--- config.mk ---
export PLATFORM = sky130hd
export DESIGN_NAME = axi_cache_bridge
export DESIGN_NICKNAME = d
export VERILOG_FILES = /design/src/rtl/axi_pkg.sv /design/src/rtl/rr_arbiter.sv /design/src/rtl/axi_cache_bridge.sv
export SDC_FILE = /design/constraint.sdc
export NUM_CORES = 1
export LEC_CHECK = 0
export CAP_MARGIN = 20
export CORE_AREA = 5 5 166 168
export DETAILED_ROUTE_END_ITERATION = 10
export DIE_AREA = 0 0 171 173
export REMOVE_ABC_BUFFERS = 1
export SYNTH_ARGS = -nofsm -noshare
export SYNTH_HDL_FRONTEND = slang
export SYNTH_HIERARCHICAL = 1
export SYNTH_SLANG_ARGS = --single-unit
export TNS_END_PERCENT = 30
--- constraint.sdc ---
create_clock -name clk -period 2.56 [get_ports clk]
set_clock_uncertainty 0.15 [all_clocks]
set_input_delay 0.512 -clock clk [delete_from_list [all_inputs] [get_ports clk]]
set_output_delay 0.512 -clock clk [all_outputs]
set_load 0.02 [all_outputs]
--- src/rtl/axi_pkg.sv ---
// axi_pkg: shared AXI constants, request record, bridge FSM states and beat-size helper.
package axi_pkg;
    localparam logic [1:0] AXI_BURST_INCR = 2'b01;
    localparam logic [1:0] AXI_RESP_OKAY  = 2'b00;

    typedef struct packed {
        logic        we;
        logic [63:0] addr;
        logic [7:0]  len;
    } axi_req_t;

    typedef enum logic [2:0] {ST_IDLE, ST_AR, ST_R, ST_AW, ST_W, ST_B} bridge_state_e;

    function automatic logic [2:0] axi_size(input int data_w);
        return 3'($clog2(data_w / 8));
    endfunction
endpackage

--- src/rtl/rr_arbiter.sv ---
// rr_arbiter: round-robin pick of the first request at or after ptr_i; returns one-hot grant,
// its index and the pointer value that follows it.
module rr_arbiter #(
    parameter int N  = 2,
    parameter int PW = (N > 1) ? $clog2(N) : 1
) (
    input  logic [N-1:0]  req_i,
    input  logic [PW-1:0] ptr_i,
    output logic [N-1:0]  grant_o,
    output logic [PW-1:0] idx_o,
    output logic          any_o,
    output logic [PW-1:0] next_ptr_o
);
    always_comb begin
        grant_o = '0;
        idx_o   = '0;
        any_o   = 1'b0;
        for (int k = 0; k < N; k++) begin
            if (!any_o && req_i[(int'(ptr_i) + k) % N]) begin
                any_o = 1'b1;
                idx_o = PW'((int'(ptr_i) + k) % N);
                grant_o[(int'(ptr_i) + k) % N] = 1'b1;
            end
        end
        next_ptr_o = (int'(idx_o) == N - 1) ? '0 : idx_o + PW'(1);
    end
endmodule

--- src/rtl/axi_cache_bridge.sv ---
// axi_cache_bridge: N cache ports to one AXI4 master, round-robin, one transaction in flight.
// Define AXI_BRIDGE_PERF_EN to add per-port completed read/write burst counters.
module axi_cache_bridge
    import axi_pkg::*;
#(
    parameter int              N_PORT  = 2,
    parameter int              ADDR_W  = 32,
    parameter int              DATA_W  = 32,
    parameter int              ID_W    = 4,
    parameter logic [N_PORT-1:0] WR_MASK = 2'b10
) (
    input  logic                     clk,
    input  logic                     rst_n,
    input  logic [N_PORT-1:0]        req_valid_i,
    output logic [N_PORT-1:0]        req_ready_o,
    input  logic [N_PORT-1:0]        req_we_i,
    input  logic [N_PORT*ADDR_W-1:0] req_addr_i,
    input  logic [N_PORT*8-1:0]      req_len_i,
    input  logic [N_PORT*DATA_W-1:0] wdata_i,
    input  logic [N_PORT*DATA_W/8-1:0] wstrb_i,
    input  logic [N_PORT-1:0]        wvalid_i,
    output logic [N_PORT-1:0]        wready_o,
    output logic [N_PORT-1:0]        rvalid_o,
    output logic [DATA_W-1:0]        rdata_o,
    output logic                     rlast_o,
    output logic                     rerr_o,
    output logic [N_PORT-1:0]        bvalid_o,
    output logic                     berr_o,
    output logic [ID_W-1:0]          m_arid,
    output logic [ADDR_W-1:0]        m_araddr,
    output logic [7:0]               m_arlen,
    output logic [2:0]               m_arsize,
    output logic [1:0]               m_arburst,
    output logic [1:0]               m_arlock,
    output logic [3:0]               m_arcache,
    output logic [2:0]               m_arprot,
    output logic [3:0]               m_arqos,
    output logic [3:0]               m_arregion,
    output logic                     m_arvalid,
    input  logic                     m_arready,
    input  logic [ID_W-1:0]          m_rid,
    input  logic [DATA_W-1:0]        m_rdata,
    input  logic [1:0]               m_rresp,
    input  logic                     m_rlast,
    input  logic                     m_rvalid,
    output logic                     m_rready,
    output logic [ID_W-1:0]          m_awid,
    output logic [ADDR_W-1:0]        m_awaddr,
    output logic [7:0]               m_awlen,
    output logic [2:0]               m_awsize,
    output logic [1:0]               m_awburst,
    output logic [1:0]               m_awlock,
    output logic [3:0]               m_awcache,
    output logic [2:0]               m_awprot,
    output logic [3:0]               m_awqos,
    output logic [3:0]               m_awregion,
    output logic                     m_awvalid,
    input  logic                     m_awready,
    output logic [ID_W-1:0]          m_wid,
    output logic [DATA_W-1:0]        m_wdata,
    output logic [DATA_W/8-1:0]      m_wstrb,
    output logic                     m_wlast,
    output logic                     m_wvalid,
    input  logic                     m_wready,
    input  logic [ID_W-1:0]          m_bid,
    input  logic [1:0]               m_bresp,
    input  logic                     m_bvalid,
    output logic                     m_bready
`ifdef AXI_BRIDGE_PERF_EN
    ,
    output logic [N_PORT*32-1:0]     perf_rd_cnt_o,
    output logic [N_PORT*32-1:0]     perf_wr_cnt_o
`endif
);
    localparam int PW = (N_PORT > 1) ? $clog2(N_PORT) : 1;
    localparam int SW = DATA_W / 8;

    bridge_state_e       state_q, state_d;
    axi_req_t            req_q, req_d;
    logic [PW-1:0]       g_q, g_d, rr_q, rr_d, arb_idx, arb_next;
    logic [N_PORT-1:0]   elig, arb_gnt, g_oh;
    logic                arb_any;
    logic [7:0]          cnt_q, cnt_d;
    logic                err_q, err_d;
    logic [N_PORT-1:0]   rvalid_q, rvalid_d, bvalid_q, bvalid_d;
    logic [DATA_W-1:0]   rdata_q, rdata_d;
    logic                rlast_q, rlast_d, rerr_q, rerr_d, berr_q, berr_d;
    logic                r_beat, w_beat, b_hs;
    logic                unused_ok;

    // Ports without write permission are masked out here so a stray write cannot stall arbitration.
    assign elig = req_valid_i & ~(req_we_i & ~WR_MASK);

    rr_arbiter #(.N(N_PORT), .PW(PW)) u_arb (
        .req_i      (elig),
        .ptr_i      (rr_q),
        .grant_o    (arb_gnt),
        .idx_o      (arb_idx),
        .any_o      (arb_any),
        .next_ptr_o (arb_next)
    );

    assign g_oh   = N_PORT'(1) << g_q;
    assign r_beat = (state_q == ST_R) && m_rvalid;
    assign w_beat = (state_q == ST_W) && m_wvalid && m_wready;
    assign b_hs   = (state_q == ST_B) && m_bvalid;

    always_comb begin
        state_d  = state_q;
        req_d    = req_q;
        g_d      = g_q;
        rr_d     = rr_q;
        cnt_d    = cnt_q;
        err_d    = err_q;
        rvalid_d = r_beat ? g_oh : '0;
        rdata_d  = r_beat ? m_rdata : rdata_q;
        rlast_d  = r_beat && m_rlast;
        rerr_d   = r_beat && m_rlast && (err_q || (m_rresp != AXI_RESP_OKAY));
        bvalid_d = b_hs ? g_oh : '0;
        berr_d   = b_hs && (m_bresp != AXI_RESP_OKAY);
        case (state_q)
            ST_IDLE: if (arb_any) begin
                g_d     = arb_idx;
                rr_d    = arb_next;
                req_d   = '{we: req_we_i[arb_idx], addr: 64'(req_addr_i[arb_idx*ADDR_W +: ADDR_W]),
                            len: req_len_i[arb_idx*8 +: 8]};
                cnt_d   = '0;
                err_d   = 1'b0;
                state_d = req_we_i[arb_idx] ? ST_AW : ST_AR;
            end
            ST_AR: state_d = m_arready ? ST_R : ST_AR;
            ST_R: if (r_beat) begin
                err_d   = err_q || (m_rresp != AXI_RESP_OKAY);
                state_d = m_rlast ? ST_IDLE : ST_R;
            end
            ST_AW: state_d = m_awready ? ST_W : ST_AW;
            ST_W: if (w_beat) begin
                cnt_d   = cnt_q + 8'd1;
                state_d = m_wlast ? ST_B : ST_W;
            end
            ST_B: state_d = m_bvalid ? ST_IDLE : ST_B;
            default: state_d = ST_IDLE;
        endcase
    end

    always_ff @(posedge clk or negedge rst_n) begin
        if (!rst_n) begin
            state_q  <= ST_IDLE;
            req_q    <= '0;
            g_q      <= '0;
            rr_q     <= '0;
            cnt_q    <= '0;
            err_q    <= 1'b0;
            rvalid_q <= '0;
            rdata_q  <= '0;
            rlast_q  <= 1'b0;
            rerr_q   <= 1'b0;
            bvalid_q <= '0;
            berr_q   <= 1'b0;
        end else begin
            state_q  <= state_d;
            req_q    <= req_d;
            g_q      <= g_d;
            rr_q     <= rr_d;
            cnt_q    <= cnt_d;
            err_q    <= err_d;
            rvalid_q <= rvalid_d;
            rdata_q  <= rdata_d;
            rlast_q  <= rlast_d;
            rerr_q   <= rerr_d;
            bvalid_q <= bvalid_d;
            berr_q   <= berr_d;
        end
    end

    // Gated by rst_n so no requester sees a grant while the bridge is held in reset.
    assign req_ready_o = (state_q == ST_IDLE && rst_n) ? arb_gnt : '0;
    assign wready_o    = (state_q == ST_W && m_wready) ? g_oh : '0;
    assign rvalid_o    = rvalid_q;
    assign rdata_o     = rdata_q;
    assign rlast_o     = rlast_q;
    assign rerr_o      = rerr_q;
    assign bvalid_o    = bvalid_q;
    assign berr_o      = berr_q;

    assign m_arvalid  = state_q == ST_AR;
    assign m_arid     = ID_W'(g_q);
    assign m_araddr   = req_q.addr[ADDR_W-1:0];
    assign m_arlen    = req_q.len;
    assign m_arsize   = axi_size(DATA_W);
    assign m_arburst  = AXI_BURST_INCR;
    assign m_arlock   = '0;
    assign m_arcache  = '0;
    assign m_arprot   = '0;
    assign m_arqos    = '0;
    assign m_arregion = '0;
    assign m_rready   = state_q == ST_R;

    assign m_awvalid  = state_q == ST_AW;
    assign m_awid     = ID_W'(g_q);
    assign m_awaddr   = req_q.addr[ADDR_W-1:0];
    assign m_awlen    = req_q.len;
    assign m_awsize   = axi_size(DATA_W);
    assign m_awburst  = AXI_BURST_INCR;
    assign m_awlock   = '0;
    assign m_awcache  = '0;
    assign m_awprot   = '0;
    assign m_awqos    = '0;
    assign m_awregion = '0;

    assign m_wvalid   = (state_q == ST_W) && wvalid_i[g_q];
    assign m_wid      = ID_W'(g_q);
    assign m_wdata    = wdata_i[g_q*DATA_W +: DATA_W];
    assign m_wstrb    = wstrb_i[g_q*SW +: SW];
    assign m_wlast    = cnt_q == req_q.len;
    assign m_bready   = state_q == ST_B;

    // Responses carry no routing information we need: only one transaction is ever outstanding.
    assign unused_ok = ^{m_rid, m_bid, req_q.addr, req_q.we};

`ifdef AXI_BRIDGE_PERF_EN
    logic [N_PORT-1:0][31:0] perf_rd_q, perf_rd_d, perf_wr_q, perf_wr_d;

    always_comb begin
        perf_rd_d = perf_rd_q;
        perf_wr_d = perf_wr_q;
        if (r_beat && m_rlast) perf_rd_d[g_q] = perf_rd_q[g_q] + 32'd1;
        if (b_hs) perf_wr_d[g_q] = perf_wr_q[g_q] + 32'd1;
    end

    always_ff @(posedge clk or negedge rst_n) begin
        if (!rst_n) begin
            perf_rd_q <= '0;
            perf_wr_q <= '0;
        end else begin
            perf_rd_q <= perf_rd_d;
            perf_wr_q <= perf_wr_d;
        end
    end

    assign perf_rd_cnt_o = perf_rd_q;
    assign perf_wr_cnt_o = perf_wr_q;
`endif

    always @(posedge clk) begin
        if (rst_n && state_q == ST_IDLE)
            assert (!(|(req_valid_i & req_we_i & ~WR_MASK)))
            else $warning("write request from port without write permission: %b", req_valid_i & req_we_i & ~WR_MASK);
    end
endmodule

==> results of run 1 <==
state kept, by name (all words and copies together), names as in the netlist:
name,cells
state_q,3
err_q,1
cnt_q,8
rdata_o,32
berr_o,1
m_arlen,8
rr_q,1
bvalid_o,2
rlast_o,1
rerr_o,1
rvalid_o,2
g_q,1
m_araddr,32
timing repair:
item,4_1_cts,5_1_grt
setup endpoints to repair,43,0
resized for setup,45,0
endpoints found under the hold margin,1,0
hold buffers,1,0
stage by stage:
step	setup WS, ns	setup TNS (ns)	cell area [µm²]	total power, µW	hold slack [ns]
floorplan	-0.5870	-12.98	4721	5447	0.06641
global route	0.03614	0	9334	10660	0.3338
finish	0.1489	0	9334	10000	0.3462
global placement	-0.01816	-0.03651	9061	8761	0.1825
detailed placement	-0.04510	-0.1087	9061	8802	0.1824
CTS	0.06911	0	9334	10220	0.3327
synthesized netlist by cell type (3+ instances only):
| cell | instances |
|---|---|
| nand4_1 | 4 |
| mux2_2 | 68 |
| dfrtp_1 | 93 |
| a21oi_1 | 3 |
| clkbuf_1 | 12 |
| and3_1 | 5 |
| and2_1 | 3 |
| buf_4 | 96 |
| nor4_1 | 5 |
| buf_2 | 4 |
| nor2b_1 | 3 |
| mux2i_1 | 44 |
| buf_1 | 7 |
| xnor2_1 | 12 |
| o21ai_0 | 45 |
| nor2_1 | 14 |
| inv_1 | 8 |
| buf_6 | 4 |
| nand2_1 | 56 |
power by group through the flow:
stage / combinational [µW] / sequential, µW / clock [µW]
floorplan: 1680 / 3760 / 0
global placement: 6140 / 2620 / 0
detailed placement: 6180 / 2620 / 0
CTS: 6060 / 2620 / 1530
global route: 6360 / 2720 / 1580
finish: 5940 / 2600 / 1460
per-layer routing:
layer / routed length [µm] / GRT usage / part of all wire / up-vias
met5: 47 / 0 / 0.0023 / -
met4: 180 / 0.02971 / 0.0089 / 6
met3: 2208 / 0.05068 / 0.11 / 18
met2: 10170 / 0.2342 / 0.50 / 243
met1: 7682 / 0.1454 / 0.38 / 2168
li1: - / - / - / 2266
area by class of cell:
cell class	instances	area [µm²]
clock buffers	9	225.2
clock inverters	7	81.33
inverters	8	30.03
repair buffers	391	3874
multi-input cells	341	2375
well taps	335	419.2
fillers	2631	16430
flip-flops and latches	93	2330
worst max-delay path, cell delays in order:
cell	delay [ns]
clkdlybuf4s50_1	0.47
nor2b_1	0.19
inv_1	0.10
o21a_1	0.17
and3_1	0.15
buf_4	0.15
worst paths after layout:
path,endpoint,cells after the start,from
max,req_ready_o[1],6,req_valid_i[0]
max in group asynchronous,g_q$_DFFE_PN0P_,3,rst_n
min,rr_q$_DFFE_PN0P_,2,rst_n
min in group clk,rdata_o[5]$_DFFE_PN0N_,1,rdata_o[5]$_DFFE_PN0N_
min reg2reg,rdata_o[5]$_DFFE_PN0N_,1,rdata_o[5]$_DFFE_PN0N_
max reg2reg,rdata_o[13]$_DFFE_PN0N_,6,state_q[1]$_DFFE_PN0P_
logic make-up after synthesis:
kind of cell,Yosys count,share of synthesized area
buffers and inverters,133,0.1662
muxes,113,0.2256
and+or+nand+nor,103,0.09228
DFF,93,0.4313
AOI/OAI and AO/OA,59,0.06144
xor gates and xnor gates,12,0.01948
other,2,0.001392
adders and majority gates,1,0.002318
==> flow_summary_export.csv, run 1 <==
group,metric,value,unit
run_status,status,"finished, final reports clean",
sta,hold_viol_final,0,
global_route,grt_antenna_before_repair,4,
floorplanning,coreArea,0.02576,mm²
synthesis,yosysUniqueCellTypes,43,
routing,vias,4701,
synthesis,yosysSeqAreaShare,0.4313,
clock_network,post-cts-setup-buffers,0,
clock_network,cts_root_buf,"clkbuf_16",
global_route,grt_max_degree,93,
synthesis,synth_top_cell_by_area,"dfrtp_1",
clock_network,clockBufferDepth,2,
finish,utilization,0.3623,
sta,maxSlewHeadroom,0.6319,
routing,routedWlPerCell,17.14,µm
worst_setup_path,cp-end-kind,"output port",
synthesis,synthTopCellsByArea,"dfrtp_1, mux2_2, buf_4, mux2i_1, o21ai_0",
clock_network,cts.clk_slew.worst_paths,0.08,ns
worst_setup_path,required,1.90,ns
routing,routed_wl,20290,µm
place,io_buffers,369,
sta,period_needed,2.411,ns
routing,antenna_left,0,
synthesis,syn_area_per_cell,10.46,µm²
clock_network,clk_latency,0.35,ns
finish,final_cell_mix,"clkdlybuf4s50_1, dfrtp_1, mux2_2",
clock_network,cts_tree,"yes",
routing,drt-initial-drc-count,205,
hold_path,min_path_type,"input port to async pin",
clock_network,cts_buffers,9,
worst_setup_path,path_max_fanout,4,
pwr,comb_power_share,0.594,
pwr,peakVddDrop,596.5,µV
clock_network,clkSinkCount,93,
worst_setup_path,startpoint_type,"input port",
synthesis,syn_inst,516,
floorplanning,design.die.area,0.02958,mm²
sta,post-route-period-util,0.9418,
floorplanning,start_util,0.2095,
sta,worst_pin_slew,0.5470,ns
sta,slew_viol_final,0,
finish,area_growth,72.97,%
synthesis,synth-async-reset-ratio,1.000,
place,dp_hpwl,16220,µm
global_route,grt_pass1_wl,29800,µm
global_route,grt_pass1_vias,5021,
floorplanning,rows,59,
sta,fmax,0.4147,GHz
pwr,pwr-share-seq,0.260,
place,place.gp.congestion,0.7323,
pwr,powerDensity,1072,mW/mm²
pwr,p_switching,4240,µW
job,max-cap-violations,0,
place,dp_cells,1167,
synthesis,synth-edff-count,0,
global_route,grt-ovfl-total,0,
floorplanning,die_y,173,µm
worst_setup_path,r2r_setup_slack,0.54,ns
worst_setup_path,worstPathArrival,1.75,ns
clock_network,htreeDepth,3,
worst_setup_path,path_class,"input port to output port",
routing,viasPerCell,3.970,
routing,dr.pass1.iters,4,
floorplanning,ios,431,
finish,final_common_cell,"clkdlybuf4s50_1",
pwr,power.leakage,0.003991,µW
synthesis,netlist.area_leader.share,0.4313,
pwr,netSwitchingFraction,0.4239,
synthesis,synth-main-ff-cell,"dfrtp_1",
finish,layout-drive-gt1-share,0.1366,
finish,num_antenna_cells,0,
floorplanning,die_x,171,µm
pwr,p_clk_frac,0.146,
pwr,p_int,5762,µW
routing,drc,0,
sta,rsz0062_at_grt,"false",
synthesis,ys_warn_count,6,
synthesis,ys_ff_latch,93,
finish,final_nets,1055,
synthesis,syn_area,0.005396,mm²
sta,finalSetupViolCount,0,
global_route,grtUsageTotal,0.1307,
finish,fin_cells,1184,
No activity file was read; power rests on OpenSTA's default activity.
==> run 2: changes to the inputs <==
--- a/config.mk
+++ b/config.mk
@@ -7,9 +7,10 @@
 export LEC_CHECK = 0
 export CAP_MARGIN = 20
 export CORE_AREA = 5 5 166 168
+export CTS_CLUSTER_SIZE = 25
 export DETAILED_ROUTE_END_ITERATION = 10
 export DIE_AREA = 0 0 171 173
-export REMOVE_ABC_BUFFERS = 1
+export GPL_TIMING_DRIVEN = 0
 export SYNTH_ARGS = -nofsm -noshare
 export SYNTH_HDL_FRONTEND = slang
 export SYNTH_HIERARCHICAL = 1
==> run 2 against run 1 <==
Against the previous run: clock-buffer cell count did not move; sequential power barely moved; sequential cell count did not move; hold slack improved by 0.00063 ns; the flow now finishes with violations (setup timing); final cell count rose by 9.2%; critical path type is now flop to output port; core utilization rose by 3.0 points; total power rose by 4.9%; register-to-register slack got worse by 0.22 ns; combinational power rose by 9.4%; clock power fell by 5%; fmax fell by 6.4%.
==> flow_summary_export.csv, run 2 (synthesis gave the netlist of run 1 again) <==
group,metric,value,unit
sta,finalSetupTns,-0.02818,ns
clock_network,cts_buffers,9,
clock_network,htreeDepth,3,
place,dp_slack,-0.4996,ns
global_route,grt_max_degree,37,
global_route,grt_antenna_before_repair,1,
worst_setup_path,path_buf_inv,2,
finish,final_cell_area,0.01011,mm²
worst_setup_path,startpoint_type,"flop",
finish,n_fill_cell,2604,
clock_network,clkSinkCount,93,
place,place.gp.congestion,0.7783,
run_status,status,"complete, but fails checks",
pwr,peakVddDrop,611.0,µV
worst_setup_path,cp-end-kind,"output port",
routing,top_layer,"met4",
pwr,power.leakage,0.004519,µW
finish,final_cell_mix,"clkdlybuf4s50_1, buf_4, dfrtp_1",
floorplanning,coreArea,0.02576,mm²
routing,route.met3.wl,2007,µm
global_route,grtUsageTotal,0.1476,
sta,fmax,0.3883,GHz
routing,drc,0,
job,max-cap-violations,0,
worst_setup_path,required,1.90,ns
finish,utilization,0.3925,
finish,area_growth,87.39,%
sta,rsz0062_at_grt,"true",
sta,maxSlewHeadroom,0.5630,
sta,post-route-period-util,1.006,
sta,finalSetupViolCount,3,
global_route,grt_pass1_wl,33440,µm
worst_setup_path,path_cells,"buf_4 > mux2_2 > clkdlybuf4s50_1",
sta,slew_viol_final,0,
run_status,failed_checks,"setup timing",
worst_setup_path,path_class,"flop to output port",
sta,period_needed,2.575,ns
routing,wl_met2,11910,µm
routing,drt-initial-drc-count,169,
clock_network,cts.clk_slew.worst_paths,0.07,ns
hold_path,min_path_type,"flop to flop",
worst_setup_path,slowest_delay,0.53,ns
worst_setup_path,cp_slowest_cell,"clkdlybuf4s50_1",
worst_setup_path,worstPathArrival,1.91,ns
floorplanning,die_x,171,µm
floorplanning,rows,59,
sta,hold_ws,0.3469,ns
sta,worst_pin_slew,0.6533,ns
routing,drt-met1-wl,8160,µm
floorplanning,ios,431,
clock_network,cts_tree,"yes",
finish,layout-drive-gt1-share,0.2268,
clock_network,clockBufferDepth,2,
finish,final_nets,1165,
worst_setup_path,cp_top_family,"buffers and inverters",
routing,viasPerCell,3.976,
routing,antenna_left,0,
floorplanning,design.die.area,0.02958,mm²
floorplanning,die_y,173,µm
place,place_area,0.009726,mm²
routing,dr.pass1.iters,4,
finish,final_common_cell,"clkdlybuf4s50_1",
clock_network,clk_latency,0.35,ns
sta,hold_viol_final,0,
clock_network,cts_root_buf,"clkbuf_16",
global_route,grt_pass1_vias,5464,
global_route,grt-ovfl-total,0,
worst_setup_path,path_max_fanout,10,
routing,routed_wl,22590,µm
routing,vias,5141,
routing,routedWlPerCell,17.47,µm
place,io_buffers,369,
floorplanning,start_util,0.2095,
place,dp_hpwl,18490,µm
sta,timing.final.ws_setup,-0.01549,ns
pwr,powerDensity,1038,mW/mm²
[run 2: repair_timing]
| item | 4_1_cts | 5_1_grt |
|---|---|---|
| pin swaps | 0 | 1 |
| resized for setup | 60 | 17 |
| endpoints found under the hold margin | 47 | 0 |
| setup endpoints to repair | 56 | 47 |
| hold buffers | 5 | 0 |
| buffers inserted | 2 | 0 |
[run 2: layer usage]
| layer | up-vias | GRT usage |
|---|---|---|
| met2 | 237 | 0.2754 |
| met4 | 0 | 0.04853 |
| met3 | 27 | 0.04064 |
| li1 | 2480 | - |
| met5 | - | 0 |
| met1 | 2397 | 0.1587 |
[run 2: path summary, 6_finish.rpt]
check | slack, ns | depth (start not counted) | from | to
worst min register to register | 0.35 | 1 | rdata_o[5]$_DFFE_PN0N_ | rdata_o[5]$_DFFE_PN0N_
worst min-delay path | 0.35 | 1 | rdata_o[5]$_DFFE_PN0N_ | rdata_o[5]$_DFFE_PN0N_
max in group asynchronous | 0.56 | 4 | rst_n | m_arlen[5]$_DFFE_PN0P_
worst max-delay path | -0.02 | 3 | g_q$_DFFE_PN0P_ | m_wdata[10]
min in group asynchronous | 0.52 | 3 | rst_n | rdata_o[15]$_DFFE_PN0N_
worst max register to register | 0.32 | 7 | state_q[0]$_DFFE_PN0P_ | m_araddr[14]$_DFFE_PN0P_
[run 2: layout make-up]
type	instances	area, µm²	share of cell area
plain buffers	124	895.9	0.08859
clock inverters	5	61.31	0.006063
clock buffers	9	225.2	0.02227
inverters	8	30.03	0.002970
well taps	335	419.2	0.04145
repair buffers	377	3764	0.3722
multi-input cells	341	2386	0.2360
diodes	1	2.502	0.0002475
flip-flops and latches	93	2328	0.2303
[run 2: power breakdown]
group / switching (µW) / internal (µW)
Sequential: 520 / 2100
Clock: 625 / 752
Combinational: 3160 / 3330
[run 2: through the flow]
step / instances / total power (µW)
after global placement: 1271 / 9238
after global routing: 1292 / 11180
after floorplan: 567 / 6061
after detailed placement: 1272 / 9306
final: 1293 / 10490
after CTS: 1292 / 10690
[run 2: worst register-to-register path, stage by stage (launching register included)]
cell and delay (ns):
dfrtp_1 0.35, buf_2 0.17, nor3_1 0.39, nand2_1 0.32
buf_2 0.30, clkbuf_2 0.24, nand2_1 0.10, o21ai_0 0.08
